## src/rtl/shift_sequencer.sv

```systemverilog
// ---------------------------------------------------------------------------
// shift_sequencer
//
// Multi-cycle shift controller for the ALU shift path.  A command (operation,
// operand, amount) is captured on an accepted start.  One single-bit shift is
// then performed per clock until the amount is used up, and a one-cycle done
// pulse reports the result with its carry and zero flags.
//
// Ports:
//   clk      in   1       system clock, rising-edge active
//   rst      in   1       asynchronous active-high reset
//   start    in   1       command strobe, accepted while idle or done
//   op       in   2       00=LSL 01=LSR 10=ASR 11=ROL
//   operand  in   WIDTH   value to shift, captured with start
//   amount   in   AMT_W   number of 1-bit steps, captured with start
//   busy     out  1       high while shift steps are in progress
//   done     out  1       one-cycle pulse, result/carry/zero valid
//   result   out  WIDTH   shifted value, held until the next accepted start
//   carry    out  1       last bit shifted or rotated out (0 for amount 0)
//   zero     out  1       result == 0
// ---------------------------------------------------------------------------
module shift_sequencer #(
    parameter int WIDTH = 4,
    parameter int AMT_W = 3
) (
    input  logic             clk,
    input  logic             rst,
    input  logic             start,
    input  logic [1:0]       op,
    input  logic [WIDTH-1:0] operand,
    input  logic [AMT_W-1:0] amount,
    output logic             busy,
    output logic             done,
    output logic [WIDTH-1:0] result,
    output logic             carry,
    output logic             zero
);

    typedef enum logic [1:0] {
        S_IDLE  = 2'd0,
        S_SHIFT = 2'd1,
        S_DONE  = 2'd2
    } state_t;

    localparam logic [1:0] OP_LSL = 2'b00;
    localparam logic [1:0] OP_LSR = 2'b01;
    localparam logic [1:0] OP_ASR = 2'b10;
    localparam logic [1:0] OP_ROL = 2'b11;

    state_t           state;
    logic [1:0]       op_reg;
    logic [AMT_W-1:0] counter;

    // One single-bit shift step.  Returns {bit shifted out, new value}.
    function automatic logic [WIDTH:0] shift_step(input logic [1:0]       sop,
                                                  input logic [WIDTH-1:0] r);
        logic [WIDTH:0] res;
        res = '0;
        case (sop)
            OP_LSL:  res = {r[WIDTH-1], r[WIDTH-2:0], 1'b0};
            OP_LSR:  res = {r[0], 1'b0, r[WIDTH-1:1]};
            OP_ASR:  res = {r[0], r[WIDTH-1], r[WIDTH-1:1]};
            OP_ROL:  res = {r[WIDTH-1], r[WIDTH-2:0], r[WIDTH-1]};
            default: res = {1'b0, r};
        endcase
        return res;
    endfunction

    // Sequencer: idle and done both accept a new command so that commands can
    // run back to back without an idle cycle.  An amount of zero goes straight
    // to done with the operand passed through unchanged.  In shift, the step
    // that sees counter == 1 is the last one.
    always_ff @(posedge clk or posedge rst) begin
        if (rst) begin
            state   <= S_IDLE;
            op_reg  <= OP_LSL;
            counter <= '0;
            result  <= '0;
            carry   <= 1'b0;
        end else begin
            case (state)
                S_IDLE, S_DONE: begin
                    if (start) begin
                        op_reg <= op;
                        result <= operand;
                        carry  <= 1'b0;
                        if (amount == '0) begin
                            counter <= '0;
                            state   <= S_DONE;
                        end else begin
                            counter <= amount;
                            state   <= S_SHIFT;
                        end
                    end else begin
                        state <= S_IDLE;
                    end
                end
                S_SHIFT: begin
                    {carry, result} <= shift_step(op_reg, result);
                    counter         <= counter - 1'b1;
                    if (counter == AMT_W'(1)) begin
                        state <= S_DONE;
                    end
                end
                default: begin
                    state <= S_IDLE;
                end
            endcase
        end
    end

    // Status flags decode directly from the state register, so they are
    // mutually exclusive and glitch-free.
    assign busy = (state == S_SHIFT);
    assign done = (state == S_DONE);
    assign zero = (result == '0);

endmodule

```

## config.mk

```make
export PLATFORM = sky130hd
export DESIGN_NAME = shift_sequencer
export DESIGN_NICKNAME = d
export VERILOG_FILES = /design/src/rtl/shift_sequencer.sv
export SDC_FILE = /design/constraint.sdc
export NUM_CORES = 1
export LEC_CHECK = 0
export BUFFER_PORTS_ARGS = -buffer_cell sky130_fd_sc_hd__buf_2
export CAP_MARGIN = 10
export CORE_ASPECT_RATIO = 1.4
export CORE_UTILIZATION = 34
export CTS_CLUSTER_DIAMETER = 100
export CTS_CLUSTER_SIZE = 28
export DETAILED_ROUTE_END_ITERATION = 6
export PLACE_DENSITY = 0.59
export SLEW_MARGIN = 20
export SYNTH_ARGS = -nofsm -noshare
export SYNTH_HDL_FRONTEND = slang
export SYNTH_SLANG_ARGS = --single-unit
```

## constraint.sdc

```tcl
create_clock -name clk -period 3.6 [get_ports clk]
set_input_delay 0.9 -clock clk [delete_from_list [all_inputs] [get_ports clk]]
set_output_delay 0.9 -clock clk [all_outputs]
set_load 0.005 [all_outputs]
```

Word level (Yosys, flattened, before mapping)
Cells that the tools add are included.

Input port bits: 12. Logic and storage cells: 37. Bits in registers: 12. Output and inout bits: 8.

Eq/ne operators: 9. Mux-type cells: 12. Reduce and logical (&&, ||, !) cells: 9. $add $sub $neg: 1.

Operators by type and width (count): 5-bit case mux with 4 select lines (1); 4-bit case mux with 2 select lines (1); 2-bit equality test (second input constant) (3); 2-bit two-way mux (3); 3-bit two-way mux (2); 3-bit case mux with 2 select lines (1); 2-bit by 1-bit equality test with 1-bit output (second input constant) (2); 2-bit zero test (2); 4-bit zero test (1); 4-bit two-way mux (1); 2-bit inequality test (second input constant) (2); 2-bit case mux with 2 select lines (1); 2-bit AND reduction (2); 3-bit by 1-bit equality test with 1-bit output (second input constant) (1); 3-bit zero test (1); 3-bit AND reduction (1); 3-bit by 1-bit subtractor with 3-bit output (second input constant) (1); 2-bit by 1-bit inequality test with 1-bit output (second input constant) (1); 1-bit case mux with 2 select lines (1); 2-bit nonzero test (1); 2-bit OR reduction (1); 1-bit two-way mux (1).

Logic depth before layout (Yosys ltp)
Gate-level depths: netlist of run 1.

Depth after elaboration: 4. Mapped depth: 5. Mapped depth without buffers: 5.

Worst setup path before layout of run 1
OpenSTA, ideal clock, no wires.

Path type: input -> register. Start: input start. End: register result[0]. Arrival time: 1.665 ns. Cell stages on the path: 4. Required time: 3.477 ns. Setup time: 0.123 ns. Slack: 1.812 ns. Buffers on the path: 1. Path through: clkbuf_2 nor2b_1 or3_1 o221a_2.

Longest elaborated chain between the ends: 2.

Ends and longest elaborated chain: start, declared (RTL line 28) `input logic start,`; 2-bit inequality test (no line); 2-bit AND reduction (no line); end signal, assigned (RTL line 85) `result <= operand;`; end signal, assigned (RTL line 99) `{carry, result} <= shift_step(op_reg, result);`; end, declared (RTL line 34) `output logic [WIDTH-1:0] result,`.

No other way between the ends. A chain may end at the register's enable or synchronous reset.

Final worst setup path of run 1
Start: register state[0]. End: output busy.

Longest elaborated chain between the ends: 1.

Ends and longest elaborated chain: start, declared (RTL line 50) `state_t state;`; start signal, assigned (RTL line 75) `state <= S_IDLE;`; start signal, assigned (RTL line 89) `state <= S_DONE;`; start signal, assigned (RTL line 92) `state <= S_SHIFT;`; 2-bit by 1-bit equality test with 1-bit output (RTL line 114) `assign busy = (state == S_SHIFT);`; end, declared (RTL line 32) `output logic busy,`.

No other way between the ends.

==> impl_metrics.tcl, run 1 <==
set metrics [dict create \
    dp.cells 110 \
    cts_sinks 12 \
    layout-drive-gt1-share_pct 32.6 \
    hold_viol_final 0 \
    yosysSeqAreaShare_pct 42.6 \
    drt_iter0_drc 4 \
    setup_tns_ps 0 \
    viasPerCell 5.27 \
    ys.warnings.count 0 \
    setup_viol 0 \
    fin_area_sq_um 840 \
    skew_ps 2.32 \
    grt_overflow 0 \
    synthFlopType "dfrtp_1" \
    reg.largest.list "result x4, counter x3" \
    rsz0062_at_grt "no" \
    core-area_sq_mm 0.00195 \
    synth-edff-count 0 \
    synth_top_area_share_pct 42.6 \
    final_nets 108 \
    clock_latency_ps 270 \
    yosysTopAreaCell "dfrtp_1" \
    synthCells 72 \
    reg2reg_depth 3 \
    syn_nets 86 \
    finalNonFillerCells 113 \
    place_area_sq_um 817 \
    syn_area_per_cell_sq_um 9.78 \
    ys_ff_latch 12 \
    yosys-top-cells-area "dfrtp_1, mux2i_1, nor2b_1" \
    ctsResizeCount 0 \
    power_density_mw_per_mm2 895 \
    endpoint_kind "output pin" \
    rows 19 \
    grt_max_degree 14 \
    hpwlAfterDp_um 1170 \
    cap_viol_max_count 0 \
    dr_total_vias 595 \
    max-vdd-ir-drop_mv 0.329 \
    largest_reg_flops 4 \
    root_buffer "clkbuf_4" \
    synth-async-reset-ratio_pct 100 \
    drt_first_pass_iters 2 \
    cts_setup_buffers 0 \
    grt_pass1_wl_um 2400 \
    die_area_sq_mm 0.00226 \
    cts_buffer_depth 2 \
    run_status "complete, no violations" \
    area_delta_synth_final_pct 19.2 \
    clkTransAtPathRegs_ps 70 \
    antennaDiodeCount 0 \
    cts_tree "yes" \
    synth_cell_types 30 \
    gp_congestion 0.721 \
    required_ps 2700 \
    drv_slew 0 \
    grtUsageTotal_pct 16.0 \
    top_register "result" \
    total_power_uw 751 \
    syn_area_sq_um 704 \
    p_leak_uw 0.000402 \
    fmax_mhz 455 \
    fin_crit_sh_pct 61.1 \
    cts_hold_buffers 0 \
    port_buffers 19 \
    relSlewSlack_pct 67.9 \
    pin_count 20 \
    hold_path_class "reg2reg" \
    grt_antenna_before_repair 0 \
    cts_buffers 3 \
    critPathLaunchType "flip-flop" \
    dieWidth_um 40.5 \
    hold_depth 2 \
    drtAntennaViolNets 0 \
    worstPathMaxFanout 13 \
    grt_pass1_vias 559 \
    wl_per_cell_um 13.1 \
    worstSetupPathType "reg2out" \
    cp_data_arrival_time_ps 1300 \
    start_util_pct 36.1 \
    tightest_slew_ps 481 \
    period_needed_ps 2200 \
    postRouteWirelength_um 1490 \
    die-height_um 55.9 \
    htreeDepth 1 \
    drc 0 \
]
per-layer routing:
layer / part of all wire (%) / global-route usage, %
met5: 0 / 0
met4: 2.7 / 10.0
met3: 4.0 / 4.80
met2: 50 / 23.6
met1: 43 / 19.1
through the flow:
| step | setup slack (ps) | utilization (%) | hold slack, ps |
|---|---|---|---|
| CTS | 1410 | 43.1 | 523 |
| detailed placement | 1710 | 41.9 | 507 |
| global route | 1280 | 43.1 | 555 |
| global placement | 1740 | 41.9 | 523 |
| finish | 1400 | 43.1 | 517 |
| floorplan | 1810 | - | 493 |
critical path, stage by stage (launching register included):
cell and delay [ps]:
dfrtp_1 580, nand2b_2 180, inv_2 140, buf_2 130
synthesized netlist by cell type (2+ instances only):
cell,n
inv_1,3
nand2_1,7
or3_1,2
nand2b_1,2
dfrtp_1,12
mux2_2,2
o22ai_1,2
nor2_1,2
a21oi_1,7
a211oi_1,3
mux2i_1,4
nor2b_1,6
o21ai_0,2
ha_1,2
power breakdown:
group / switching [uW] / leakage (uW) / internal (uW)
sequential: 96.7 / 0.000143 / 203
clock: 43.2 / 0.0000138 / 38.7
combinational: 172 / 0.000245 / 197
total: 312 / 0.000402 / 439
worst paths after layout:
kind	startpoint	end	slack (ps)
min	carry	carry	520
min reg2reg	carry	carry	520
max reg2reg	state[0]	result[3]	2160
max in group asynchronous	rst	result[2]	2640
max	state[0]	busy	1400
min in group asynchronous	rst	state[0]	630
final cells by class:
cell class | count | area, sq um
sequential | 12 | 300
inverter | 4 | 15.0
multi-input combinational | 54 | 380
clock buffer | 3 | 22.5
timing repair buffer | 19 | 95.1
fill | 204 | 1110
tap | 21 | 26.3
cells in the final DEF, fill, tap and decap left out, drive strengths merged, types with 3 or more instances in the layout:
cell type / synthesis / layout
buf: 0 / 19
dfrtp: 12 / 12
nand2: 7 / 7
a21oi: 7 / 7
nor2b: 6 / 6
mux2i: 4 / 4
inv: 4 / 4
a211oi: 4 / 4
clkbuf: 2 / 3
nand2b: 3 / 3
cell families (layout without fill, tap and decap cells):
family	after synthesis	after routing	synth area share, %
DFF	12	12	42.6
AOI/OAI and AO/OA	18	18	17.2
muxes	6	6	8.88
and+or+nand+nor	25	25	19.5
adders and majority gates	2	2	3.55
buffers and inverters	6	26	3.37
xor gates and xnor gates	3	3	4.80
(Power assumes the default switching activity.)
==> inputs of run 2 (changes only) <==
Settings changed: ABC_AREA from default to 1.
Clock period 3.6 ns to 2.3 ns, I/O delays scaled along.
==> run 2 against run 1 <==
  * Clock-buffer cell count grew 1
  * Largest cell class unchanged
  * Global-route usage is essentially flat
  * Die area grew 3.1%
  * Highest routed layer unchanged
  * Synthesized cell count grew 25%
  * Worst hold slack lost 220 ps
  * Sequential power grew 32%
  * Total power grew 65%
  * Critical endpoint unchanged
  * Critical path type unchanged
==> impl_metrics.tcl, run 2 <==
set metrics [dict create \
    run_status "complete, no violations" \
    fin_crit_sh_pct 74.2 \
    dp.cells 129 \
    setup_tns_ps 0 \
    start_util_pct 36.4 \
    synth-edff-count 0 \
    pin_count 20 \
    reg2reg_slack_ps 1160 \
    setup_viol 0 \
    crit_chain "nand2_4 > clkinv_4 > buf_2" \
    grtUsageTotal_pct 16.0 \
    p_leak_uw 0.000469 \
    yosysTopAreaCell "dfrtp_1" \
    root_buffer "clkbuf_4" \
    final_nets 127 \
    drt_first_pass_iters 4 \
    max_stage_delay_ps 430 \
    viasPerCell 4.95 \
    largest_reg_flops 4 \
    drt_iter0_drc 11 \
    power_density_mw_per_mm2 1420 \
    cap_viol_max_count 0 \
    synth_top_area_share_pct 41.3 \
    syn_area_per_cell_sq_um 8.08 \
    die_area_sq_mm 0.00233 \
    dr_total_vias 659 \
    postRouteWirelength_um 1510 \
    reg.largest.list "result x4, counter x3" \
    wl_per_cell_um 11.3 \
    ctsResizeCount 0 \
    yosysSeqAreaShare_pct 41.3 \
    crit_buf_inv 2 \
    grt_pass1_wl_um 2480 \
    place_area_sq_um 837 \
    crit_family "flip-flops" \
    cts_buffer_depth 2 \
    layout.cells.most_common "buf_2" \
    syn_area_sq_um 727 \
    syn_nets 104 \
    place_ws_ps 898 \
    port_buffers 19 \
    grt_pass1_vias 624 \
    tightest_slew_ps 468 \
    worstPathMaxFanout 10 \
    drc 0 \
    hold_viol_final 0 \
    worstSetupPathType "reg2out" \
    cp_data_arrival_time_ps 1130 \
    core-area_sq_mm 0.00200 \
    area_delta_synth_final_pct 20.1 \
    cts_tree "yes" \
    ys_ff_latch 12 \
    fin_area_sq_um 873 \
    final_cell_mix "buf_2, nand2_1, inv_1, dfrtp_1, nand3_1" \
    synth_cell_types 23 \
    synth.most_common_cell "nand2_1" \
    htreeDepth 1 \
    grt_max_degree 13 \
    rsz0062_at_grt "no" \
    cts_buffers 3 \
    yosys-top-cells-area "dfrtp_1, nand2_1, nand3_1" \
    critPathLaunchType "flip-flop" \
    fmax_mhz 586 \
    endpoint_kind "output pin" \
    layout-drive-gt1-share_pct 34.8 \
    hold_path_class "in2async" \
    drtAntennaViolNets 0 \
    required_ps 1730 \
    hpwlAfterDp_um 1240 \
    drv_slew 0 \
    grt_overflow 0 \
    relSlewSlack_pct 68.8 \
    fillCellCount 219 \
    cts_setup_buffers 0 \
    gp_congestion 0.716 \
    die-height_um 56.7 \
    slowest_stage "dfrtp_1" \
    cts_sinks 12 \
    dieWidth_um 41.1 \
    synthCells 90 \
    ys.warnings.count 0 \
    antennaDiodeCount 0 \
    period_needed_ps 1710 \
    setup_ws_ps 593 \
    synthFlopType "dfrtp_1" \
    max-vdd-ir-drop_mv 0.431 \
    clock_latency_ps 280 \
    grt_antenna_before_repair 0 \
    skew_ps 7.66 \
    synth_commonest_cells "nand2_1, inv_1, dfrtp_1, nand3_1, nor2_1" \
    top_register "result" \
    cts_hold_buffers 0 \
    rows 19 \
    clkTransAtPathRegs_ps 80 \
    synth-async-reset-ratio_pct 100 \
    finalNonFillerCells 133 \
]
## run 2: cell types whose count changed after synthesis, sizes merged, moves of 2 or more
| cell | change |
|---|---|
| a211oi | -4 |
| clkbuf | -2 |
| inv | +11 |
| mux2 | -2 |
| mux2i | -4 |
| nand2 | +15 |
| nand2b | -3 |
| nand3 | +9 |
| nor2 | +6 |
| nor2b | -6 |
| o21ai | +5 |
| or3 | -2 |
| xor2 | -2 |
## run 2: area by class of cell
class	instances	area (sq um)	area share [%]
clock buffer	4	36.3	4.15
timing repair buffer	19	95.1	10.9
multi-input combinational	61	348	39.8
sequential	12	300	34.4
inverter	16	67.6	7.74
tap	21	26.3	3.01
## run 2: path summary, 6_finish.rpt
path,from,endpoint,depth (start not counted)
max,state[0],busy,3
min,rst,counter[1],2
max reg2reg,state[0],result[3],6
min reg2reg,carry,carry,2
max in group asynchronous,rst,result[2],2
min in group clk,carry,carry,2
## run 2: worst reg2reg max path, stage by stage, from the launching register on
cell	delay, ps
dfrtp_1	430
inv_2	120
nand2_4	120
nand2_4	130
inv_4	40
o21ai_1	130
nand2_1	60
## run 2: logic make-up (layout without fill, tap and decap cells)
| family | after synthesis | in the layout | synth area share (%) |
|---|---|---|---|
| fa+ha+maj | 2 | 2 | 3.44 |
| flops | 12 | 12 | 41.3 |
| buf+inv | 17 | 39 | 10.8 |
| compound gates | 17 | 17 | 15.3 |
| simple gates | 42 | 42 | 29.1 |
## run 2: metrics by stage
stage	hold WS (ps)	total power [uW]	util [%]
CTS	318	1260	43.7
finish	293	1240	43.7
floorplan	440	916	-
global placement	479	1070	41.9
detailed placement	488	1090	41.9
global route	332	1380	43.7
## run 2: report_power, final
group | total (uW) | switching, uW | internal [uW]
logic | 676 | 414 | 262
registers | 397 | 81.4 | 316
clock network | 170 | 73.5 | 96.2
total | 1240 | 569 | 674
## run 2: routing by layer
layer,vias up,track usage [%],wire length (um)
met5,-,0,0
met4,0,7.14,27
met3,4,4.74,60
met2,14,27.5,805
met1,308,16.1,613
li1,333,-,-
